[src/rtl/mem_pkg.sv]
// Shared types and default geometry for the burst memory master.
package mem_pkg;

    localparam int unsigned DefM = 3;
    localparam int unsigned DefN = 4;

    typedef enum logic [2:0] {
        StIdle,
        StWr,
        StRdAddr,
        StRdCap,
        StRdRsp,
        StDone
    } state_e;

endpackage

[src/rtl/mem_burst_master_if.sv]
// Host command/data streams plus the single-port memory bus of the burst master.
interface mem_burst_master_if
    import mem_pkg::*;
#(
    parameter int unsigned M = DefM,
    parameter int unsigned N = DefN
) ();

    logic         req_valid;
    logic         req_ready;
    logic         req_write;
    logic [M-1:0] req_addr;
    logic [M:0]   req_len;

    logic         wdata_valid;
    logic         wdata_ready;
    logic [N-1:0] wdata;

    logic         rsp_valid;
    logic         rsp_ready;
    logic [N-1:0] rsp_data;
    logic         rsp_last;

    logic         busy;
    logic         done;

    logic [M-1:0] mem_addr;
    logic         mem_wr_enb;
    logic [N-1:0] mem_wr_data;
    logic [N-1:0] mem_rd_data;

    modport master (
        input  req_valid, req_write, req_addr, req_len,
        input  wdata_valid, wdata,
        input  rsp_ready,
        input  mem_rd_data,
        output req_ready, wdata_ready,
        output rsp_valid, rsp_data, rsp_last,
        output busy, done,
        output mem_addr, mem_wr_enb, mem_wr_data
    );

    modport slave (
        output req_valid, req_write, req_addr, req_len,
        output wdata_valid, wdata,
        output rsp_ready,
        output mem_rd_data,
        input  req_ready, wdata_ready,
        input  rsp_valid, rsp_data, rsp_last,
        input  busy, done,
        input  mem_addr, mem_wr_enb, mem_wr_data
    );

endinterface

[src/rtl/mem_burst_master.sv]
// Burst read/write initiator for a single-port synchronous memory with a
// 1-cycle registered read; addresses wrap modulo the memory size.
module mem_burst_master
    import mem_pkg::*;
#(
    parameter int unsigned M = DefM,
    parameter int unsigned N = DefN
) (
    input logic                clk,
    input logic                rst_n,
    mem_burst_master_if.master bus
);

    localparam logic [M-1:0] AddrOne = M'(1);
    localparam logic [M:0]   CntOne  = (M + 1)'(1);

    state_e       state_q, state_d;
    logic [M-1:0] cur_addr_q, cur_addr_d;
    logic [M:0]   count_q, count_d;
    logic [N-1:0] rsp_data_q, rsp_data_d;
    logic         rsp_valid_q, rsp_valid_d;
    logic         rsp_last_q, rsp_last_d;

    always_ff @(posedge clk or negedge rst_n) begin
        if (!rst_n) begin
            state_q     <= StIdle;
            cur_addr_q  <= '0;
            count_q     <= '0;
            rsp_data_q  <= '0;
            rsp_valid_q <= 1'b0;
            rsp_last_q  <= 1'b0;
        end else begin
            state_q     <= state_d;
            cur_addr_q  <= cur_addr_d;
            count_q     <= count_d;
            rsp_data_q  <= rsp_data_d;
            rsp_valid_q <= rsp_valid_d;
            rsp_last_q  <= rsp_last_d;
        end
    end

    always_comb begin
        state_d         = state_q;
        cur_addr_d      = cur_addr_q;
        count_d         = count_q;
        rsp_data_d      = rsp_data_q;
        rsp_valid_d     = rsp_valid_q;
        rsp_last_d      = rsp_last_q;
        bus.req_ready   = 1'b0;
        bus.wdata_ready = 1'b0;
        bus.mem_wr_enb  = 1'b0;

        unique case (state_q)
            StIdle: begin
                bus.req_ready = 1'b1;
                if (bus.req_valid) begin
                    cur_addr_d = bus.req_addr;
                    count_d    = bus.req_len;
                    if (bus.req_len == '0) begin
                        state_d = StDone;
                    end else if (bus.req_write) begin
                        state_d = StWr;
                    end else begin
                        state_d = StRdAddr;
                    end
                end
            end
            StWr: begin
                // Write strobe follows wdata_valid directly so a stalled beat never writes.
                bus.wdata_ready = 1'b1;
                bus.mem_wr_enb  = bus.wdata_valid;
                if (bus.wdata_valid) begin
                    cur_addr_d = cur_addr_q + AddrOne;
                    count_d    = count_q - CntOne;
                    if (count_q == CntOne) begin
                        state_d = StDone;
                    end
                end
            end
            StRdAddr: begin
                state_d = StRdCap;
            end
            StRdCap: begin
                rsp_data_d  = bus.mem_rd_data;
                rsp_valid_d = 1'b1;
                rsp_last_d  = (count_q == CntOne);
                state_d     = StRdRsp;
            end
            StRdRsp: begin
                if (bus.rsp_ready) begin
                    rsp_valid_d = 1'b0;
                    rsp_last_d  = 1'b0;
                    count_d     = count_q - CntOne;
                    if (rsp_last_q) begin
                        state_d = StDone;
                    end else begin
                        cur_addr_d = cur_addr_q + AddrOne;
                        state_d    = StRdAddr;
                    end
                end
            end
            StDone: begin
                state_d = StIdle;
            end
            default: begin
                state_d = StIdle;
            end
        endcase
    end

    assign bus.mem_addr    = cur_addr_q;
    assign bus.mem_wr_data = bus.wdata;
    assign bus.rsp_data    = rsp_data_q;
    assign bus.rsp_valid   = rsp_valid_q;
    assign bus.rsp_last    = rsp_last_q;
    assign bus.busy        = (state_q != StIdle);
    assign bus.done        = (state_q == StDone);

endmodule

[src/flat_wrapper.sv]
// flat-port wrapper written by rule: the top's interface ports become plain ports
module mem_burst_master_flat import mem_pkg::*;
#(
    parameter int unsigned M = DefM,
    parameter int unsigned N = DefN
)
  (clk, rst_n, bus_req_valid, bus_req_write, bus_req_addr, bus_req_len, bus_wdata_valid, bus_wdata, bus_rsp_ready, bus_mem_rd_data, bus_req_ready, bus_wdata_ready, bus_rsp_valid, bus_rsp_data, bus_rsp_last, bus_busy, bus_done, bus_mem_addr, bus_mem_wr_enb, bus_mem_wr_data);
  mem_burst_master_if #(.M(M), .N(N)) bus_i ();
  input logic clk;
  input logic rst_n;
  input wire logic [$bits(bus_i.req_valid)-1:0] bus_req_valid;
  input wire logic [$bits(bus_i.req_write)-1:0] bus_req_write;
  input wire logic [$bits(bus_i.req_addr)-1:0] bus_req_addr;
  input wire logic [$bits(bus_i.req_len)-1:0] bus_req_len;
  input wire logic [$bits(bus_i.wdata_valid)-1:0] bus_wdata_valid;
  input wire logic [$bits(bus_i.wdata)-1:0] bus_wdata;
  input wire logic [$bits(bus_i.rsp_ready)-1:0] bus_rsp_ready;
  input wire logic [$bits(bus_i.mem_rd_data)-1:0] bus_mem_rd_data;
  output wire logic [$bits(bus_i.req_ready)-1:0] bus_req_ready;
  output wire logic [$bits(bus_i.wdata_ready)-1:0] bus_wdata_ready;
  output wire logic [$bits(bus_i.rsp_valid)-1:0] bus_rsp_valid;
  output wire logic [$bits(bus_i.rsp_data)-1:0] bus_rsp_data;
  output wire logic [$bits(bus_i.rsp_last)-1:0] bus_rsp_last;
  output wire logic [$bits(bus_i.busy)-1:0] bus_busy;
  output wire logic [$bits(bus_i.done)-1:0] bus_done;
  output wire logic [$bits(bus_i.mem_addr)-1:0] bus_mem_addr;
  output wire logic [$bits(bus_i.mem_wr_enb)-1:0] bus_mem_wr_enb;
  output wire logic [$bits(bus_i.mem_wr_data)-1:0] bus_mem_wr_data;
  assign bus_i.req_valid = bus_req_valid;
  assign bus_i.req_write = bus_req_write;
  assign bus_i.req_addr = bus_req_addr;
  assign bus_i.req_len = bus_req_len;
  assign bus_i.wdata_valid = bus_wdata_valid;
  assign bus_i.wdata = bus_wdata;
  assign bus_i.rsp_ready = bus_rsp_ready;
  assign bus_i.mem_rd_data = bus_mem_rd_data;
  assign bus_req_ready = bus_i.req_ready;
  assign bus_wdata_ready = bus_i.wdata_ready;
  assign bus_rsp_valid = bus_i.rsp_valid;
  assign bus_rsp_data = bus_i.rsp_data;
  assign bus_rsp_last = bus_i.rsp_last;
  assign bus_busy = bus_i.busy;
  assign bus_done = bus_i.done;
  assign bus_mem_addr = bus_i.mem_addr;
  assign bus_mem_wr_enb = bus_i.mem_wr_enb;
  assign bus_mem_wr_data = bus_i.mem_wr_data;
  mem_burst_master #(.M(M), .N(N)) u_core (.clk(clk), .rst_n(rst_n), .bus(bus_i));
endmodule
[config.mk]
export PLATFORM = sky130hd
export DESIGN_NAME = mem_burst_master_flat
export DESIGN_NICKNAME = d
export VERILOG_FILES = /design/src/rtl/mem_pkg.sv /design/src/rtl/mem_burst_master_if.sv /design/src/rtl/mem_burst_master.sv /design/src/flat_wrapper.sv
export SDC_FILE = /design/constraint.sdc
export NUM_CORES = 1
export LEC_CHECK = 0
export BUFFER_PORTS_ARGS = -buffer_cell sky130_fd_sc_hd__buf_2
export CAP_MARGIN = 10
export CELL_PAD_IN_SITES_DETAIL_PLACEMENT = 0
export CELL_PAD_IN_SITES_GLOBAL_PLACEMENT = 1
export CORE_MARGIN = 3
export CORE_UTILIZATION = 31
export DETAILED_ROUTE_END_ITERATION = 8
export HOLD_SLACK_MARGIN = 0.15
export PLACE_DENSITY = 0.81
export SETUP_SLACK_MARGIN = 0.2
export SYNTH_ARGS = -nofsm -noshare
export SYNTH_HDL_FRONTEND = slang
export SYNTH_SLANG_ARGS = --single-unit
[constraint.sdc]
create_clock -name clk -period 1.69 [get_ports clk]
set_clock_uncertainty 0.05 [all_clocks]
set_input_delay 0.0845 -clock clk [delete_from_list [all_inputs] [get_ports clk]]
set_output_delay 0.0845 -clock clk [all_outputs]
set_load 0.02 [all_outputs]
==> metrics.csv <==
metric;value;unit
setup violators final;0;
area leader, netlist;dfrtp_1;
chip width;63.5;µm
shortest period the worst path allows;1.54;ns
Reg area;404;µm²
Overall Global Routing Usage;13.2;%
Async S/R FF share, synth;100;%
final WL;2650;µm
Peak VDD IR;682;µV
largest net degree at the start of global routing;17;
pwr dens;1830;nW/µm²
commonest non-fill, non-tap cells in the layout;buf_2 (28), dlygate4sd3_1 (19), dfrtp_1 (13);
Multi-input gate area;616;µm²
Setup crit end kind;flip-flop;
vias;1024;
Total Die Area;4030;µm²
Syn Nets;134;
Fin. Hold Viols;0;
Seq/Total Area, Yosys;39.1;%
period utilization;91.1;%
layout cells sized above 1;42.0;%
Syn Area/Cell;9.32;µm²
initial core utilization;33.0;%
first-pass GRT wire length;4250;µm
site row count;20;
CTS tree;built;
Syn-to-layout area delta;56.0;%
CTS max path bufs;2;
final core utilization;51.5;%
initial antenna violation count;0;
ys flop type;dfrtp_1;
wire length per cell;12.4;µm
Layout Nets;194;
total leakage power;0.755;nW
DRC Markers;0;
Worst Max-Slew Pin Slew;0.378;ns
Placer Congestion;0.769;
Sink Count;16;
HP Class;in2async;
Vias/cell;4.81;
Yosys reg bits;16;
vias in the first global route;957;
I/O pins;39;
max-slew violations;0;
Area contributors post-synth;dfrtp_1 (39%), mux2i_1 (6.8%), mux2_2 (6.6%), nor2_1 (4.0%), ha_1 (3.7%);
worst relative slew slack;74.8;%
fmax;0.650;GHz
# H-tree levels;1;
TritonCTS Buffers;3;
Synth cell types;38;
CP Max Fanout;5;
core area;3100;µm²
WP data arrival;1.72;ns
Iter 0 DRT Violations;38;
drt first pass iters;4;
die height;63.5;µm
setup TNS;0;ns
dpl hpwl;1840;µm
Post-Syn Area;1020;µm²
Max-Cap Viols;0;
status;finished, final reports clean;
most common cell after layout, fill and taps aside;buf_2;
Port Buf Inserts;30;
yosys warns;0;
ANT nets after route;0;
Post-Syn Instances;110;
worst skew pair latency;0.29;ns
RSZ-0062 raised after global routing;yes;
grt total ovfl;0;
Post-synth EDFFs;0;
Diodes inserted;0;
Clock Tree Root;clkbuf_4;
crit path launch type;flip-flop;
clock-pin slew on the worst setup and hold paths;0.10;ns
Setup CP Type;reg2reg;
Fill cells;305;
Worst EP required;1.87;ns
Yosys top cell area share;39.1;%
-- kinds of logic after synthesis --
kind of cell	Yosys count	synth area share, %
flip-flops	16	39.1
buffers and inverters	14	6.96
multiplexers	13	13.4
adder cells (fa/ha/maj)	3	3.66
AO/OA/AOI/OAI	25	16.6
AND/OR/NAND/NOR	39	20.3
-- sequential cells by signal, summed over array words and instances (netlist names) --
name / cells
u_core.bus.mem_addr: 3
u_core.bus.rsp_data: 4
u_core.bus.rsp_last: 1
u_core.bus.rsp_valid: 1
u_core.count_q: 4
u_core.state_q: 3
-- report_power, final --
| part | internal, mW | switching (mW) |
|---|---|---|
| Combinational | 0.961 | 0.965 |
| Sequential | 0.574 | 0.169 |
| Clock | 0.131 | 0.129 |
-- routing by layer --
layer	part of all wire [%]	up-vias	GRT usage, %	wire length, µm
li1	-	504	-	-
met1	46	487	16.8	1210
met2	48	28	22.2	1270
met3	4.4	5	1.78	117
met4	1.7	0	5.66	44
met5	0	-	0	0
-- final timing paths --
check                                         endpoint  slack (ns)  cells after the start                    from
worst max-delay path                 u_core.count_q[0]        0.15                      5       u_core.state_q[0]
worst min-delay path                 u_core.count_q[1]        0.18                      2                   rst_n
worst max register to register       u_core.count_q[0]        0.15                      5       u_core.state_q[0]
worst min register to register  u_core.bus.rsp_data[1]        0.46                      1  u_core.bus.rsp_data[1]
max in group asynchronous            u_core.state_q[0]        1.11                      2                   rst_n
min in group clk                     u_core.state_q[0]        0.20                      4           bus_req_valid
-- synth_stat cells, types with 2 or more instances --
cell       n
nand3b_1   2
nor2_1    11
buf_4      4
inv_1      6
mux2i_1    7
nor3_1     2
ha_1       3
buf_2      3
mux2_2     6
a21oi_1    5
nand2b_1   2
o21a_1     2
and3b_1    2
or3_1      2
nand2_1    9
a22o_1     2
nor3b_1    2
o21ai_0    5
dfrtp_1   16
-- per-stage QoR --
| step | area, µm² | hold WS, ns | cells | total power [mW] | setup WS [ns] |
|---|---|---|---|---|---|
| global route | 1600 | 0.218 | 213 | 3.16 | 0.0850 |
| floorplan | 1050 | -0.261 | 110 | 1.89 | 0.197 |
| global placement | 1260 | -0.0324 | 183 | 2.31 | 0.147 |
| finish | 1600 | 0.183 | 213 | 2.93 | 0.151 |
| detailed placement | 1260 | -0.0298 | 183 | 2.35 | 0.0786 |
| CTS | 1520 | 0.188 | 208 | 2.76 | 0.141 |
-- final cells by class --
type                    instances  area share [%]
flip-flops and latches         16            25.3
repair buffers                 63            29.1
multi-input cells              80            38.5
clock buffers                   4            2.27
well taps                      44            3.44
inverters                       6            1.41
-- critical path, cell delays in order, from the launching register on --
cell and delay (ns):
dfrtp_2 0.42, buf_6 0.13, nand2b_4 0.15, a21o_1 0.17, or4_1 0.47, nand3b_1 0.09
-- timing repair --
item                       CTS  global route
hold buffers                19             0
gates cloned                 0             0
setup endpoints to repair    9            17
resized for setup            8            11
buffers inserted             2             5
pin swaps                    5             3
hold endpoints to repair    33             0
(Power assumes the default switching activity.)
